## src/rtl/pcileech_fifo_tx_arb.sv

```systemverilog
// Round-robin packet arbiter feeding the shared FIFO-to-COM 64-bit TX path.
// Optional: define PCILEECH_TXARB_PRIO0_EN to give source 0 absolute priority.
module pcileech_fifo_tx_arb #(
  parameter int NUM_SRC   = 3,
  parameter int DATA_W    = 64,
  parameter int MAX_BEATS = 64
) (
  input  logic                      clk,
  input  logic                      rst_n,
  input  logic [NUM_SRC*DATA_W-1:0] src_data,
  input  logic [NUM_SRC-1:0]        src_valid,
  input  logic [NUM_SRC-1:0]        src_last,
  output logic [NUM_SRC-1:0]        src_ready,
  output logic [DATA_W-1:0]         out_data,
  output logic                      out_valid,
  output logic                      out_last,
  output logic [2:0]                out_src,
  input  logic                      out_ready,
  output logic                      err_overrun,
  output logic                      busy
);

  typedef enum logic {
    S_IDLE,
    S_BURST
  } state_t;

  state_t              r_state;
  logic [2:0]          r_grant;
  logic [2:0]          r_last_grant;
  logic [7:0]          r_beat_cnt;
  logic [DATA_W-1:0]   r_out_data;
  logic                r_out_valid;
  logic                r_out_last;
  logic [2:0]          r_out_src;
  logic                r_err;

  logic                w_burst;
  logic                w_pipe_ok;
  logic                w_sel_valid;
  logic                w_sel_last;
  logic [DATA_W-1:0]   w_sel_data;
  logic                w_src_fire;
  logic                w_cap;
  logic                w_force;
  logic [2:0]          w_pick;

  // First requester after the last granted one, wrapping modulo NUM_SRC.
  function automatic logic [2:0] rr_pick(
    input logic [NUM_SRC-1:0] req,
    input logic [2:0]         last
  );
    logic [2:0] pick;
    logic       found;
    logic [3:0] idx;
    pick  = '0;
    found = 1'b0;
    for (int k = 1; k <= NUM_SRC; k++) begin
      idx = {1'b0, last} + 4'(k);
      if (idx >= 4'(NUM_SRC))
        idx = idx - 4'(NUM_SRC);
      for (int j = 0; j < NUM_SRC; j++) begin
`ifdef PCILEECH_TXARB_PRIO0_EN
        if (!found && j != 0 && idx == 4'(j) && req[j]) begin
`else
        if (!found && idx == 4'(j) && req[j]) begin
`endif
          pick  = 3'(j);
          found = 1'b1;
        end
      end
    end
`ifdef PCILEECH_TXARB_PRIO0_EN
    if (req[0])
      pick = '0;
`endif
    return pick;
  endfunction

  assign w_burst   = (r_state == S_BURST);
  assign w_pipe_ok = ~r_out_valid | out_ready;
  assign w_pick    = rr_pick(src_valid, r_last_grant);

  always_comb begin
    w_sel_valid = 1'b0;
    w_sel_last  = 1'b0;
    w_sel_data  = '0;
    src_ready   = '0;
    for (int i = 0; i < NUM_SRC; i++) begin
      if (r_grant == 3'(i)) begin
        w_sel_valid  = src_valid[i];
        w_sel_last   = src_last[i];
        w_sel_data   = src_data[i*DATA_W +: DATA_W];
        src_ready[i] = w_burst & w_pipe_ok;
      end
    end
  end

  assign w_src_fire = w_burst & w_sel_valid & w_pipe_ok;
  assign w_cap      = ((r_beat_cnt + 8'd1) == 8'(MAX_BEATS));
  assign w_force    = w_src_fire & ~w_sel_last & w_cap;

  always_ff @(posedge clk or negedge rst_n) begin
    if (!rst_n) begin
      r_state      <= S_IDLE;
      r_grant      <= '0;
      r_last_grant <= 3'(NUM_SRC - 1);
      r_beat_cnt   <= '0;
      r_out_data   <= '0;
      r_out_valid  <= 1'b0;
      r_out_last   <= 1'b0;
      r_out_src    <= '0;
      r_err        <= 1'b0;
    end else begin
      r_err <= w_force;
      if (w_src_fire) begin
        r_out_data  <= w_sel_data;
        r_out_last  <= w_sel_last | w_cap;
        r_out_src   <= r_grant;
        r_out_valid <= 1'b1;
      end else if (r_out_valid & out_ready) begin
        r_out_valid <= 1'b0;
      end
      unique case (r_state)
        S_IDLE: begin
          if (|src_valid) begin
            r_grant    <= w_pick;
            r_beat_cnt <= '0;
            r_state    <= S_BURST;
          end
        end
        S_BURST: begin
          if (w_src_fire) begin
            r_beat_cnt <= r_beat_cnt + 8'd1;
            // Forced release: rest of the packet competes again.
            if (w_sel_last | w_cap) begin
              r_last_grant <= r_grant;
              r_state      <= S_IDLE;
            end
          end
        end
      endcase
    end
  end

  assign out_data    = r_out_data;
  assign out_valid   = r_out_valid;
  assign out_last    = r_out_last;
  assign out_src     = r_out_src;
  assign err_overrun = r_err;
  assign busy        = w_burst | r_out_valid;

endmodule

```

## config.mk

```make
export PLATFORM = sky130hd
export DESIGN_NAME = pcileech_fifo_tx_arb
export DESIGN_NICKNAME = d
export VERILOG_FILES = /design/src/rtl/pcileech_fifo_tx_arb.sv
export SDC_FILE = /design/constraint.sdc
export NUM_CORES = 1
export LEC_CHECK = 0
export BUFFER_PORTS_ARGS = -buffer_cell sky130_fd_sc_hd__buf_2
export CAP_MARGIN = 20
export CORE_MARGIN = 5
export CORE_UTILIZATION = 44
export CTS_CLUSTER_DIAMETER = 200
export DETAILED_ROUTE_END_ITERATION = 16
export PLACE_DENSITY_LB_ADDON = 0.25
export SYNTH_ARGS = -nofsm -noshare
export SYNTH_HDL_FRONTEND = slang
export SYNTH_SLANG_ARGS = --single-unit
```

## constraint.sdc

```tcl
create_clock -name clk -period 2.4 [get_ports clk]
set_input_delay 0.48 -clock clk [delete_from_list [all_inputs] [get_ports clk]]
set_output_delay 0.48 -clock clk [all_outputs]
set_load 0.01 [all_outputs]
```

==> results of run 1 <==
final cells by class:
| cell class | instances | area share, % |
|---|---|---|
| Multi-Input combinational cell | 402 | 37.0 |
| Sequential cell | 82 | 33.3 |
| Timing Repair Buffer | 284 | 23.7 |
| Tap cell | 136 | 2.75 |
| Clock buffer | 11 | 2.29 |
| Clock inverter | 5 | 0.486 |
| Inverter | 8 | 0.486 |
final timing paths:
kind	slack (ns)	startpoint	cells after the start	end
worst max-delay path	0.30	r_grant[1]$_DFFE_PN0P_	4	src_ready[2]
worst min-delay path	0.1	rst_n	1	out_data[41]$_DFFE_PN0P_
worst max register to register	0.42	r_grant[0]$_DFFE_PN0P_	5	r_last_grant[1]$_DFFE_PN1P_
worst min register to register	0.48	out_data[48]$_DFFE_PN0P_	2	out_data[48]$_DFFE_PN0P_
max in group asynchronous	1.54	rst_n	2	r_last_grant[1]$_DFFE_PN1P_
min in group clk	0.41	src_data[159]	3	out_data[31]$_DFFE_PN0P_
cells in the mapped netlist (2+ instances only):
master     n
dfrtp_1   81
o21ai_0   77
nand2_1   73
a21oi_1   69
mux2i_1   69
nor2_1    68
clkbuf_1  21
buf_2     13
inv_1      8
buf_4      7
nand3_1    7
nor3_1     5
ha_1       4
and2_1     2
and3_1     2
nand4_1    2
nor4_1     2
or3_1      2
metal layers:
metal  track usage (%)  vias up  share of wire (%)
met5                 0        -                  0
met4              8.17        0                2.3
met3              5.98       28                8.2
met2              41.4      199                 52
met1              25.6     2187                 38
li1                  -     2333                  -
layout by cell type (no fill, tap or decap), types with 2 or more instances in the layout:
| master | count |
|---|---|
| inv_1 | 8 |
| buf_4 | 11 |
| a21oi_1 | 69 |
| o21ai_0 | 77 |
| and2_1 | 2 |
| nand3_1 | 7 |
| mux2i_1 | 69 |
| nand4_1 | 2 |
| or3_1 | 2 |
| ha_1 | 4 |
| and3_1 | 2 |
| nor4_1 | 2 |
| nor2_1 | 68 |
| nor3_1 | 5 |
| clkinv_2 | 3 |
| buf_2 | 272 |
| dfrtp_1 | 79 |
| clkbuf_8 | 10 |
| clkinvlp_4 | 2 |
| nand2_1 | 73 |
critical path, delay by kind of cell (launching register included):
kind	cells	cell delay, ns
buf+inv	3	0.68
flops	1	0.40
simple gates	1	0.20
state kept, by name, summed over array words and instances (netlist names):
name          cells
out_data         64
out_valid         1
r_grant           2
r_state           1
out_last          1
r_beat_cnt        8
out_src           2
r_last_grant      2
err_overrun       1
metrics by stage:
step	hold WS, ns	instance area, um^2	worst slack, ns	power (uW)	cells
5_1_grt	0.135	6180	0.185	7470	928
3_3_place_gp	0.457	6010	0.510	5860	912
3_5_place_dp	0.465	6010	0.375	6000	912
6_report	0.0981	6180	0.297	6820	928
4_1_cts	0.107	6180	0.241	6900	928
2_1_floorplan	0.184	4580	0.738	4700	534
logic make-up (layout without fill, tap and decap cells):
| family | after synthesis | after routing | share of synthesized area [%] |
|---|---|---|---|
| other | 1 | 1 | 0.0820 |
| muxes | 69 | 69 | 15.1 |
| AOI/OAI and AO/OA | 158 | 158 | 18.4 |
| and+or+nand+nor | 169 | 169 | 15.1 |
| buffers and inverters | 50 | 308 | 5.20 |
| DFF | 82 | 82 | 44.9 |
| xor gates and xnor gates | 1 | 1 | 0.191 |
| adders and majority gates | 4 | 4 | 1.09 |
power by group:
group	leakage (uW)	internal, uW	switching, uW	total [uW]
combinational	0.00209	1420	2170	3590
clock	0.0000851	399	496	895
sequential	0.00103	1990	345	2330
==> flow_summary.json, run 1 <==
{
  "fmax_ghz": 0.475,
  "syn_nets": 739,
  "synth_ff_type": "dfrtp_1",
  "path_cells": "buf_4 > inv_1 > nor3_1 > buf_2",
  "slowest_stage": "dfrtp_2",
  "cp.required_ns": 1.92,
  "finalCriticalPeriod_ns": 2.10,
  "netlist_area_um2": 4580,
  "firstDrtPassIters": 4,
  "ir_drop_v": 0.000527,
  "syn_to_final_growth_pct": 35.2,
  "maxCapViolations": 0,
  "synth_area_leaders": "dfrtp_1 44%, mux2i_1 15%, o21ai_0 8.4%",
  "ys_seq_area_share_pct": 44.9,
  "finalSetupTns_ns": 0,
  "worstPathMaxFanout": 35,
  "relSlewSlack_pct": 59.4,
  "grt_usage_pct": 22.8,
  "syn_area_per_cell_um2": 8.57,
  "port_buffers": 273,
  "gp_congestion": 0.930,
  "hold_buffers": 0,
  "drt_wl_total_um": 14400,
  "dr_total_vias": 4747,
  "regArea_um2": 2060,
  "cpPeakStageDelay_ns": 0.40,
  "multi_input_area_um2": 2290,
  "critPathKind": "reg2out",
  "setup_viol": 0,
  "cts.clk_slew.worst_paths_ns": 0.08,
  "arrival_ns": 1.62,
  "grt_max_degree": 67,
  "die-area_um2": 12500,
  "hpwlAfterDp_um": 11400,
  "hold_class": "in2async",
  "syn_inst": 534,
  "p_per_area_nw_per_um2": 1100,
  "worst_slew_pin_slew_ns": 0.609,
  "die_h_um": 112,
  "cts-root-buf": "clkbuf_8",
  "fin_crit_sh_pct": 87.6,
  "status": "finished clean",
  "postCtsResizedCells": 0,
  "drt-initial-drc-count": 258,
  "synth_top_area_cell": "dfrtp_1",
  "vias_per_cell": 5.12,
  "postRouteAntennaNets": 0,
  "worstSetupEndpointType": "primary output",
  "grt_pass1_wl_um": 23600,
  "die_w_um": 112,
  "first_global_vias": 4976,
  "power_leakage_uw": 0.00321,
  "antenna_found_initial": 0,
  "cts_tree": "yes",
  "skew_ns": 0.00974,
  "slew_violations": 0,
  "drive_gt1_share_pct": 38.9,
  "fin_util_pct": 60.5,
  "io_pins": 275,
  "htreeDepth": 3,
  "ys_seq_elements": 82,
  "n_antenna_cell": 0,
  "post_cts_buffers": 0,
  "drc": 0,
  "rsz0062_at_grt": "false",
  "overflow": 0,
  "synthArstFlopShare_pct": 100,
  "cts-buffers-inserted": 9,
  "synth_cell_types": 40,
  "cts_buffer_depth": 2,
  "clkSinkCount": 82,
  "start_util_pct": 44.7,
  "synth_top_cell_area_share_pct": 44.3,
  "synth-edff-count": 0,
  "wl_per_cell_um": 15.5,
  "clock_latency_ns": 0.35,
  "hold_violations": 0,
  "yosys_warnings": 0,
  "cp-start-kind": "flip-flop",
  "nNetsFinal": 992,
  "fp-row-count": 37,
  "fill_cells": 976,
  "core-area_um2": 10200
}
Power figures use the tool's default switching activity.
==> inputs of run 2 (changes only) <==
--- a/config.mk
+++ b/config.mk
@@ -12,6 +12,7 @@
 export CTS_CLUSTER_DIAMETER = 200
 export DETAILED_ROUTE_END_ITERATION = 16
 export PLACE_DENSITY_LB_ADDON = 0.25
+export RECOVER_POWER = 50
 export SYNTH_ARGS = -nofsm -noshare
 export SYNTH_HDL_FRONTEND = slang
 export SYNTH_SLANG_ARGS = --single-unit
==> flow_summary.json, run 2 (synthesized netlist as in run 1, its figures left out) <==
{
  "fill_cells": 994,
  "io_pins": 275,
  "die_w_um": 112,
  "crit_family": "buffers and inverters",
  "slew_violations": 0,
  "arrival_ns": 1.63,
  "vias_per_cell": 5.14,
  "htreeDepth": 3,
  "clock_latency_ns": 0.35,
  "p_sw_share_pct": 44.7,
  "final_common_cell": "buf_2",
  "cts-root-buf": "clkbuf_8",
  "cts.clk_slew.worst_paths_ns": 0.08,
  "cpPeakStageDelay_ns": 0.40,
  "antenna_found_initial": 0,
  "critPathKind": "reg2out",
  "drive_gt1_share_pct": 34.3,
  "largest_reg_flops": 64,
  "worstSetupEndpointType": "primary output",
  "finalSetupTns_ns": 0,
  "drc": 0,
  "path_cells": "buf_4 > inv_1 > nor3_1 > buf_2",
  "hold_violations": 0,
  "gp_congestion": 0.930,
  "fp-row-count": 37,
  "post-place-ws_ns": 0.375,
  "power.share.combinational_pct": 52.2,
  "fin_crit_sh_pct": 87.8,
  "hold_buffers": 0,
  "p_int_uw": 3740,
  "syn_to_final_growth_pct": 34.0,
  "drt_wl_total_um": 14500,
  "post_cts_buffers": 0,
  "dr_total_vias": 4774,
  "overflow": 0,
  "grt_pass1_wl_um": 23600,
  "skew_ns": 0.0112,
  "p_seq_share_pct": 34.6,
  "start_util_pct": 44.7,
  "worst_slew_pin_slew_ns": 1.02,
  "fmax_ghz": 0.475,
  "hold_class": "in2async",
  "relSlewSlack_pct": 31.8,
  "wl_per_cell_um": 15.6,
  "r2r_setup_slack_ns": 0.42,
  "maxCapViolations": 0,
  "setup_ws_ns": 0.294,
  "nNetsFinal": 992,
  "worstPathMaxFanout": 35,
  "clock_power_share_pct": 13.2,
  "cp.required_ns": 1.92,
  "drt-initial-drc-count": 254,
  "n_antenna_cell": 0,
  "cts_tree": "yes",
  "cts_buffer_depth": 2,
  "finalCriticalPeriod_ns": 2.11,
  "die_h_um": 112,
  "grt_usage_pct": 22.8,
  "ir_drop_v": 0.000524,
  "core-area_um2": 10200,
  "p_switching_uw": 3030,
  "first_global_vias": 4976,
  "postCtsResizedCells": 0,
  "postRouteAntennaNets": 0,
  "slowest_stage": "dfrtp_2",
  "crit_buf_inv": 3,
  "grt_max_degree": 67,
  "p_per_area_nw_per_um2": 1100,
  "port_buffers": 273,
  "firstDrtPassIters": 4,
  "rsz0062_at_grt": "false",
  "mostFrequentLayoutCells": "239 x buf_2, 79 x dfrtp_1, 77 x o21ai_0",
  "power_leakage_uw": 0.00309,
  "clkSinkCount": 82,
  "setup_viol": 0,
  "die-area_um2": 12500,
  "fin_util_pct": 59.9,
  "cp-start-kind": "flip-flop",
  "status": "finished clean",
  "hpwlAfterDp_um": 11400,
  "cts-buffers-inserted": 9
}
## run 2: cell count changes in the layout (fill, tap and decap cells not counted)
cell      previous run  this run
buf_2              272       239
dfstp_1              0         1
buf_4               11         7
clkbuf_2             0         2
dfstp_2              1         0
clkbuf_1             1        36
## run 2: path summary, 6_finish.rpt
path | start | endpoint | cells past startpoint
setup / recovery | r_grant[1]$_DFFE_PN0P_ | src_ready[2] | 4
hold / removal | rst_n | out_data[41]$_DFFE_PN0P_ | 1
setup reg to reg | r_grant[0]$_DFFE_PN0P_ | r_last_grant[1]$_DFFE_PN1P_ | 5
hold reg to reg | out_data[48]$_DFFE_PN0P_ | out_data[48]$_DFFE_PN0P_ | 2
max in group asynchronous | rst_n | out_data[57]$_DFFE_PN0P_ | 2
min in group clk | src_data[191] | out_data[63]$_DFFE_PN0P_ | 3
## run 2: area by class of cell
| type | count | area [um^2] | share of cell area (%) |
|---|---|---|---|
| Clock buffer | 11 | 141 | 2.31 |
| Clock inverter | 5 | 30.0 | 0.490 |
| Inverter | 8 | 30.0 | 0.490 |
| Multi-Input combinational cell | 402 | 2290 | 37.4 |
| Sequential cell | 82 | 2060 | 33.6 |
| Tap cell | 136 | 170 | 2.78 |
| Timing Repair Buffer | 284 | 1410 | 23.0 |
## run 2: through the flow
stage | total power, uW | std cells | hold WS [ns] | area, um^2
2_1_floorplan | 4700 | 534 | 0.184 | 4580
3_3_place_gp | 5860 | 912 | 0.457 | 6010
3_5_place_dp | 6000 | 912 | 0.465 | 6010
4_1_cts | 6900 | 928 | 0.107 | 6180
5_1_grt | 7410 | 928 | 0.382 | 6130
6_report | 6760 | 928 | 0.293 | 6130
## run 2: layer usage
| metal | wire length (um) | part of all wire, % | vias to the layer above | global-route usage [%] |
|---|---|---|---|---|
| li1 | - | - | 2334 | - |
| met1 | 5350 | 37 | 2208 | 25.6 |
| met2 | 7570 | 52 | 204 | 41.4 |
| met3 | 1260 | 8.7 | 28 | 5.98 |
| met4 | 307 | 2.1 | 0 | 8.17 |
| met5 | 0 | 0 | - | 0 |
## run 2: power groups by stage
stage	clock network [uW]	registers [uW]	logic [uW]
after floorplan	0	2550	2150
after global placement	0	2330	3530
after detailed placement	0	2340	3650
after CTS	925	2330	3640
after global routing	993	2430	3980
final	896	2340	3530
